[config.mk]
export PLATFORM = sky130hd
export DESIGN_NAME = spi_frame_slave
export DESIGN_NICKNAME = d
export VERILOG_FILES = /design/src/rtl/spi_frame_pkg.sv /design/src/rtl/spi_byte_shifter.sv /design/src/rtl/spi_frame_slave.sv
export SDC_FILE = /design/constraint.sdc
export NUM_CORES = 1
export LEC_CHECK = 0
export CAP_MARGIN = 20
export CORE_ASPECT_RATIO = 1.75
export CORE_UTILIZATION = 55
export CTS_BUF_LIST = sky130_fd_sc_hd__clkbuf_4
export CTS_CLUSTER_SIZE = 12
export DETAILED_ROUTE_END_ITERATION = 16
export GPL_ROUTABILITY_DRIVEN = 0
export HOLD_SLACK_MARGIN = 0.06
export PLACE_DENSITY = 0.8
export SLEW_MARGIN = 25
export SYNTH_ARGS = -nofsm -noshare
export SYNTH_HDL_FRONTEND = slang
export SYNTH_HIERARCHICAL = 1
export SYNTH_SLANG_ARGS = --single-unit
[constraint.sdc]
create_clock -name clk -period 6.6 [get_ports clk]
set_input_delay 1.98 -clock clk [delete_from_list [all_inputs] [get_ports clk]]
set_output_delay 1.98 -clock clk [all_outputs]
set_load 0.01 [all_outputs]
[src/rtl/spi_frame_pkg.sv]
// Shared constants, FSM state type and frame-length helper for the SPI frame slave.
package spi_frame_pkg;

   // Trailer byte offsets, relative to byte 4*CH
   localparam int TRL_DOUT_LO  = 0;
   localparam int TRL_DOUT_HI  = 1;
   localparam int TRL_DIRTIME  = 2;
   localparam int TRL_STEPTIME = 3;
   localparam int TRL_DIN_LO   = 0;
   localparam int TRL_DIN_HI   = 1;
   localparam int TRL_STATUS   = 2;
   localparam int TRL_SEQ      = 3;

   localparam int STAT_LEN_LSB = 4;
   localparam int STAT_CRC_LSB = 0;

   typedef enum logic [1:0] {
      IDLE   = 2'd0,
      SHIFT  = 2'd1,
      COMMIT = 2'd2
   } state_t;

   function automatic int frame_len(input int ch, input bit crc_en);
      return 4 * ch + 4 + (crc_en ? 1 : 0);
   endfunction

endpackage

[src/rtl/spi_byte_shifter.sv]
// Pin synchronisers, edge detect and the mode-0 byte shift engine for the SPI frame slave.
module spi_byte_shifter #(
   parameter int SYNC = 2
) (
   input  logic       clk,
   input  logic       reset,
   input  logic       sck,
   input  logic       ssel,
   input  logic       mosi,
   input  logic       tx_load,
   input  logic [7:0] tx_byte,
   output logic       miso,
   output logic       start,
   output logic       stop,
   output logic       byte_done,
   output logic [7:0] rx_byte,
   output logic [2:0] bit_cnt
);

   logic [SYNC-1:0] sck_sync, ssel_sync, mosi_sync;
   logic            sck_prev, ssel_prev;
   logic            sck_s, ssel_s, mosi_s, sck_rise, sck_fall;
   logic [7:0]      rx_sr, tx_sr;

   assign sck_s    = sck_sync[SYNC-1];
   assign ssel_s   = ssel_sync[SYNC-1];
   assign mosi_s   = mosi_sync[SYNC-1];
   assign sck_rise = sck_s & ~sck_prev;
   assign sck_fall = ~sck_s & sck_prev;
   assign miso     = tx_sr[7];

   always_ff @(posedge clk) begin
      if (reset) begin
         sck_sync  <= '0;
         ssel_sync <= '0;
         mosi_sync <= '0;
         sck_prev  <= 1'b0;
         ssel_prev <= 1'b0;
         start     <= 1'b0;
         stop      <= 1'b0;
         byte_done <= 1'b0;
         rx_byte   <= 8'h00;
         rx_sr     <= 8'h00;
         tx_sr     <= 8'h00;
         bit_cnt   <= 3'd0;
      end else begin
         sck_sync  <= {sck_sync[SYNC-2:0], sck};
         ssel_sync <= {ssel_sync[SYNC-2:0], ssel};
         mosi_sync <= {mosi_sync[SYNC-2:0], mosi};
         sck_prev  <= sck_s;
         ssel_prev <= ssel_s;
         start     <= ssel_prev & ~ssel_s;
         stop      <= ~ssel_prev & ssel_s;
         byte_done <= 1'b0;
         if (ssel_prev & ~ssel_s) begin
            bit_cnt <= 3'd0;
         end else if (~ssel_s && sck_rise) begin
            rx_sr   <= {rx_sr[6:0], mosi_s};
            bit_cnt <= bit_cnt + 3'd1;
            if (bit_cnt == 3'd7) begin
               byte_done <= 1'b1;
               rx_byte   <= {rx_sr[6:0], mosi_s};
            end
         end
         // The fall right after a byte boundary keeps the freshly loaded MSB on miso
         if (tx_load) begin
            tx_sr <= tx_byte;
         end else if (~ssel_s && sck_fall && bit_cnt != 3'd0) begin
            tx_sr <= {tx_sr[6:0], 1'b0};
         end
      end
   end

endmodule

[src/rtl/spi_frame_slave.sv]
// SPI frame slave: snapshot readback, shadowed control writes, atomic commit on a well-formed frame.
// Optional checksum byte enabled by defining SPI_FRAME_CRC_EN.
module spi_frame_slave
   import spi_frame_pkg::*;
#(
   parameter int CH    = 4,
   parameter int PW    = 21,
   parameter int VW    = 12,
   parameter int DOUTW = 14,
   parameter int DINW  = 16,
   parameter int T     = 4,
   parameter int SYNC  = 2
) (
   input  logic             clk,
   input  logic             reset,
   input  logic             sck,
   input  logic             ssel,
   input  logic             mosi,
   output logic             miso,
   input  logic [CH*PW-1:0] pos,
   input  logic [DINW-1:0]  din,
   output logic [CH*VW-1:0] vel,
   output logic [DOUTW-1:0] dout,
   output logic [T-1:0]     dirtime,
   output logic [T-1:0]     steptime,
   output logic [1:0]       tap,
   output logic             spolarity,
   output logic             wdt_kick,
   output logic             frame_busy,
   output state_t           state_dbg
);

`ifdef SPI_FRAME_CRC_EN
   localparam bit CRC_EN = 1'b1;
`else
   localparam bit CRC_EN = 1'b0;
`endif
   localparam logic [7:0] L0_B  = 8'(frame_len(CH, 1'b0));
   localparam logic [7:0] L_B   = 8'(frame_len(CH, CRC_EN));
   localparam logic [7:0] TRL_B = 8'(4 * CH);

   state_t           state;
   logic             start, stop, byte_done, tx_load, len_ok, crc_ok;
   logic [2:0]       bit_cnt;
   logic [7:0]       rx_byte, tx_byte, rb_byte, byte_cnt, byte_nxt;
   logic [7:0]       rx_xor, rx_xor_nxt, tx_xor, commit_seq;
   logic [3:0]       len_err_cnt, crc_err_cnt;
   logic [CH*PW-1:0] pos_img;
   logic [DINW-1:0]  din_img;
   logic [CH*16-1:0] vel_sh, vel_sh_nxt;
   logic [15:0]      dout_sh, dout_sh_nxt, din16;
   logic [7:0]       dir_sh, dir_sh_nxt, step_sh, step_sh_nxt;
   logic [23:0]      pos24, pos24_live;

   spi_byte_shifter #(.SYNC(SYNC)) u_shifter (
      .clk(clk), .reset(reset), .sck(sck), .ssel(ssel), .mosi(mosi),
      .tx_load(tx_load), .tx_byte(tx_byte), .miso(miso),
      .start(start), .stop(stop), .byte_done(byte_done),
      .rx_byte(rx_byte), .bit_cnt(bit_cnt)
   );

   assign state_dbg  = state;
   assign pos24_live = 24'(pos[PW-1:0]);
   assign din16      = 16'(din_img);
   assign tx_load    = (state == IDLE && start) || (state == SHIFT && byte_done);
   assign tx_byte    = (state == IDLE) ? pos24_live[7:0] : rb_byte;

   // Next-state view including a byte that completes in this very cycle
   always_comb begin
      byte_nxt    = byte_cnt;
      rx_xor_nxt  = rx_xor;
      vel_sh_nxt  = vel_sh;
      dout_sh_nxt = dout_sh;
      dir_sh_nxt  = dir_sh;
      step_sh_nxt = step_sh;
      if (state == SHIFT && byte_done) begin
         byte_nxt = (byte_cnt == 8'hFF) ? byte_cnt : byte_cnt + 8'd1;
         if (byte_cnt < L_B) rx_xor_nxt = rx_xor ^ rx_byte;
         if (byte_cnt < TRL_B) begin
            if (byte_cnt[1:0] == 2'd0) vel_sh_nxt[int'(byte_cnt[7:2])*16 +: 8] = rx_byte;
            if (byte_cnt[1:0] == 2'd1) vel_sh_nxt[int'(byte_cnt[7:2])*16 + 8 +: 8] = rx_byte;
         end else if (byte_cnt == TRL_B + 8'(TRL_DOUT_LO)) dout_sh_nxt[7:0]  = rx_byte;
         else if (byte_cnt == TRL_B + 8'(TRL_DOUT_HI))     dout_sh_nxt[15:8] = rx_byte;
         else if (byte_cnt == TRL_B + 8'(TRL_DIRTIME))     dir_sh_nxt        = rx_byte;
         else if (byte_cnt == TRL_B + 8'(TRL_STEPTIME))    step_sh_nxt       = rx_byte;
      end
      len_ok = (byte_nxt == L_B) && (bit_cnt == 3'd0);
      crc_ok = !CRC_EN || (rx_xor_nxt == 8'h00);
   end

   // Readback byte for the index about to be loaded into the transmitter
   always_comb begin
      rb_byte = 8'h00;
      pos24   = 24'h0;
      if (byte_nxt < TRL_B) begin
         pos24 = 24'(pos_img[int'(byte_nxt[7:2])*PW +: PW]);
         if (byte_nxt[1:0] != 2'd3) rb_byte = pos24[8*int'(byte_nxt[1:0]) +: 8];
      end else if (byte_nxt == TRL_B + 8'(TRL_DIN_LO)) rb_byte = din16[7:0];
      else if (byte_nxt == TRL_B + 8'(TRL_DIN_HI))     rb_byte = din16[15:8];
      else if (byte_nxt == TRL_B + 8'(TRL_STATUS))
         rb_byte = (8'(len_err_cnt) << STAT_LEN_LSB) | (8'(crc_err_cnt) << STAT_CRC_LSB);
      else if (byte_nxt == TRL_B + 8'(TRL_SEQ))        rb_byte = commit_seq;
      else if (CRC_EN && byte_nxt == L0_B)             rb_byte = tx_xor;
   end

   always_ff @(posedge clk) begin
      if (reset) begin
         state       <= IDLE;
         vel         <= '0;
         dout        <= '0;
         dirtime     <= {T{1'b1}};
         steptime    <= {T{1'b1}};
         tap         <= 2'd0;
         spolarity   <= 1'b0;
         wdt_kick    <= 1'b0;
         frame_busy  <= 1'b0;
         byte_cnt    <= 8'h00;
         rx_xor      <= 8'h00;
         tx_xor      <= 8'h00;
         commit_seq  <= 8'h00;
         len_err_cnt <= 4'h0;
         crc_err_cnt <= 4'h0;
         pos_img     <= '0;
         din_img     <= '0;
         vel_sh      <= '0;
         dout_sh     <= 16'h0;
         dir_sh      <= 8'h00;
         step_sh     <= 8'h00;
      end else begin
         wdt_kick <= 1'b0;
         case (state)
            IDLE: begin
               if (start) begin
                  state      <= SHIFT;
                  frame_busy <= 1'b1;
                  byte_cnt   <= 8'h00;
                  rx_xor     <= 8'h00;
                  tx_xor     <= pos24_live[7:0];
                  pos_img    <= pos;
                  din_img    <= din;
               end
            end
            SHIFT: begin
               byte_cnt <= byte_nxt;
               rx_xor   <= rx_xor_nxt;
               vel_sh   <= vel_sh_nxt;
               dout_sh  <= dout_sh_nxt;
               dir_sh   <= dir_sh_nxt;
               step_sh  <= step_sh_nxt;
               if (byte_done && byte_nxt < L0_B) tx_xor <= tx_xor ^ rb_byte;
               if (stop) begin
                  state      <= COMMIT;
                  frame_busy <= 1'b0;
                  if (len_ok && crc_ok) begin
                     for (int c = 0; c < CH; c++) vel[c*VW +: VW] <= vel_sh_nxt[c*16 +: VW];
                     dout       <= dout_sh_nxt[DOUTW-1:0];
                     spolarity  <= dir_sh_nxt[7];
                     dirtime    <= dir_sh_nxt[T-1:0];
                     tap        <= step_sh_nxt[7:6];
                     steptime   <= step_sh_nxt[T-1:0];
                     wdt_kick   <= 1'b1;
                     commit_seq <= commit_seq + 8'd1;
                  end else if (!len_ok) begin
                     if (len_err_cnt != 4'hF) len_err_cnt <= len_err_cnt + 4'd1;
                  end else if (CRC_EN && crc_err_cnt != 4'hF) begin
                     crc_err_cnt <= crc_err_cnt + 4'd1;
                  end
               end
            end
            default: state <= IDLE;
         endcase
      end
   end

endmodule
==> reports/metrics.cfg <==
[pwr]
clkPwrFrac_pct=42.6
p_sw_share_pct=22.8
powerDensity_nw_per_um2=223
p_int_uw=2700
irDropWorstVdd_mv=0.115
switchingPower_uw=800
p_seq_share_pct=53.4
power_frac_comb_pct=4.0
power.leakage_uw=0.00564

[yosys]
synth_top_area_share_pct=47.5
yosysMostFrequentCell=dfxtp_1
ys_ff_latch=307
synth.distinct_cells=69
synthCells=1485
yosysSeqAreaShare_pct=47.5
synth_area_per_cell_um2=8.71
yosys_warnings=6
synthArstFlopShare_pct=0
yosysTopAreaCell=dfxtp_1
yosys-top-cells-count=307 x dfxtp_1, 245 x nand2_1, 191 x nor2_1
synth_area_leaders=dfxtp_1 48%, mux2i_1 9.6%, nand2_1 7.1%
syn_nets=1602
synth-edff-count=0
netlist_area_um2=12900
ys.flop_type=dfxtp_1

[worst_setup_path]
crit_required_ns=7.20
crit_fanout=90
cp-end-kind=register
cp-start-kind=register
cp.arrival_ns=4.80
crit_type=register to register

[sta]
rsz0062_at_grt=no
slew-limit-headroom_pct=34.2
setup_viol=0
fmax_mhz=238
post-route-min-period_ns=4.20
tightest_slew_ns=0.985
period_share_pct=63.6
tns_ns=0
fin_skew_ns=0.0276
slew_viol_final=0
hold_viol_final=0

[route]
drtPass1Iterations=6
postRouteAntennaNets=0
m1WireLength_um=12200
routed-via-count=11200
wl_met3_um=1780
top_layer=met4
first_iter_violations=702
viasPerCell=5.66
drcViolationCount=0
routedWlPerCell_um=17.1
drt_wl_total_um=33900
wl_met2_um=17700

[clock_tree]
cts_setup_buffers=0
h-tree-depth=3
cts_root_buf=clkbuf_4
path_clk_slew_ns=0.06
cts_buffers=70
clock_path_buffers=3
clock_latency_ns=0.71
cts_sinks=307
cts_hold_buffers=0
cts_resized=0
cts_tree=yes

[grt]
grt_max_degree=164
antenna_found_initial=2
first_global_vias=10800
grt_pass1_wl_um=53800
grt.overflow.total=0
grt_usage_pct=28.1

[status]
status=finished, final reports clean

[die]
chipWidth_um=118
coreArea_um2=22900
die_area_um2=24200
initial_core_util_pct=56.4
pin_count=183
die_h_um=205
placementRows=73

[placed_design]
portBuffers=182
hpwl_um=23500
placed_cells=1862

[layout]
layout-drive-gt1-share_pct=8.62
finish.net_count=1752
final_cells=1985
area_delta_synth_final_pct=21.2

[worst_hold_path]
hold_path_class=register to register

[job]
cap_violations=0

power by group through the flow:
stage / Sequential [µW] / Combinational, µW / Clock [µW]
final: 1870 / 141 / 1490
after global routing: 1870 / 152 / 1620
after CTS: 1870 / 140 / 1530
after detailed placement: 1910 / 139 / 0
after global placement: 1910 / 139 / 0
after floorplan: 1910 / 62.1 / 0
worst max-delay path, cell delays in order (launching register included):
cell	delay, ns
dfxtp_1	0.76
ha_1	0.36
nand2_1	0.15
o21ai_4	0.34
nand3_1	0.23
a2111oi_4	0.55
and2_4	0.78
buf_4	0.52
nor2_1	0.10
a211oi_1	0.25
flip-flops by register name (all words and copies together), names as in the netlist, 2 cells and up:
register             count
din16                   16
u_shifter/tx_sr          8
state_dbg                2
dirtime                  4
pos_img                 84
u_shifter/sck_sync       2
commit_seq               8
u_shifter/rx_sr          7
vel                     48
byte_cnt                 8
vel_sh                  48
len_err_cnt              4
tap                      2
steptime                 4
u_shifter/rx_byte        8
dout                    14
dir_sh                   5
dout_sh                 14
step_sh                  6
u_shifter/ssel_sync      2
u_shifter/bit_cnt        3
u_shifter/mosi_sync      2
logic make-up after synthesis:
family	count (synthesis)	synth area share, %
simple gates	591	20.6
buf+inv	132	4.29
fa+ha+maj	12	1.16
compound gates	296	15.1
flops	307	47.5
xor+xnor	12	0.812
mux	135	10.6
cells in the final DEF (no fill, tap or decap), types with 19 or more instances in the layout:
cell / count
nor2_1: 190
clkbuf_4: 98
nand3_1: 20
nand2_1: 244
a21oi_1: 128
dfxtp_1: 307
inv_1: 19
clkdlybuf4s50_1: 181
a211oi_1: 77
nor2b_1: 29
mux2i_1: 124
per-stage QoR:
| step | total power, µW | utilization [%] | hold WS (ns) | worst slack (ns) | cell area [µm²] |
|---|---|---|---|---|---|
| after global routing | 3650 | 68.4 | 0.464 | 2.06 | 15700 |
| after floorplan | 1970 | - | 0.414 | 3.22 | 12900 |
| final | 3500 | 68.4 | 0.448 | 2.40 | 15700 |
| after CTS | 3540 | 68.2 | 0.451 | 2.42 | 15600 |
| after detailed placement | 2050 | 64.4 | 0.442 | 2.47 | 14800 |
| after global placement | 2050 | 64.4 | 0.426 | 2.58 | 14800 |
routing by layer:
metal / global-route usage, % / vias up
met1: 28.6 / 5174
met3: 5.01 / 129
met5: 0 / -
met2: 51.8 / 436
li1: - / 5489
met4: 19.4 / 0
final timing paths:
path,from,endpoint,slack [ns],depth (start not counted)
setup / recovery,byte_cnt[2],vel[25],2.40,9
hold reg to reg,u_shifter/mosi_sync[0],u_shifter/mosi_sync[1],0.45,1
hold / removal,u_shifter/mosi_sync[0],u_shifter/mosi_sync[1],0.45,1
setup reg to reg,byte_cnt[2],vel[25],2.40,9
final cells by class:
cell class / instances / area [µm²]
antenna: 2 / 5.00
clock buffer: 98 / 736
clock inverter: 22 / 145
fill: 1890 / 7250
inverter: 20 / 75.1
multi-input combinational: 1046 / 6270
sequential: 307 / 6150
tap: 300 / 375
timing repair buffer: 190 / 1920
Power figures use the tool's default switching activity.
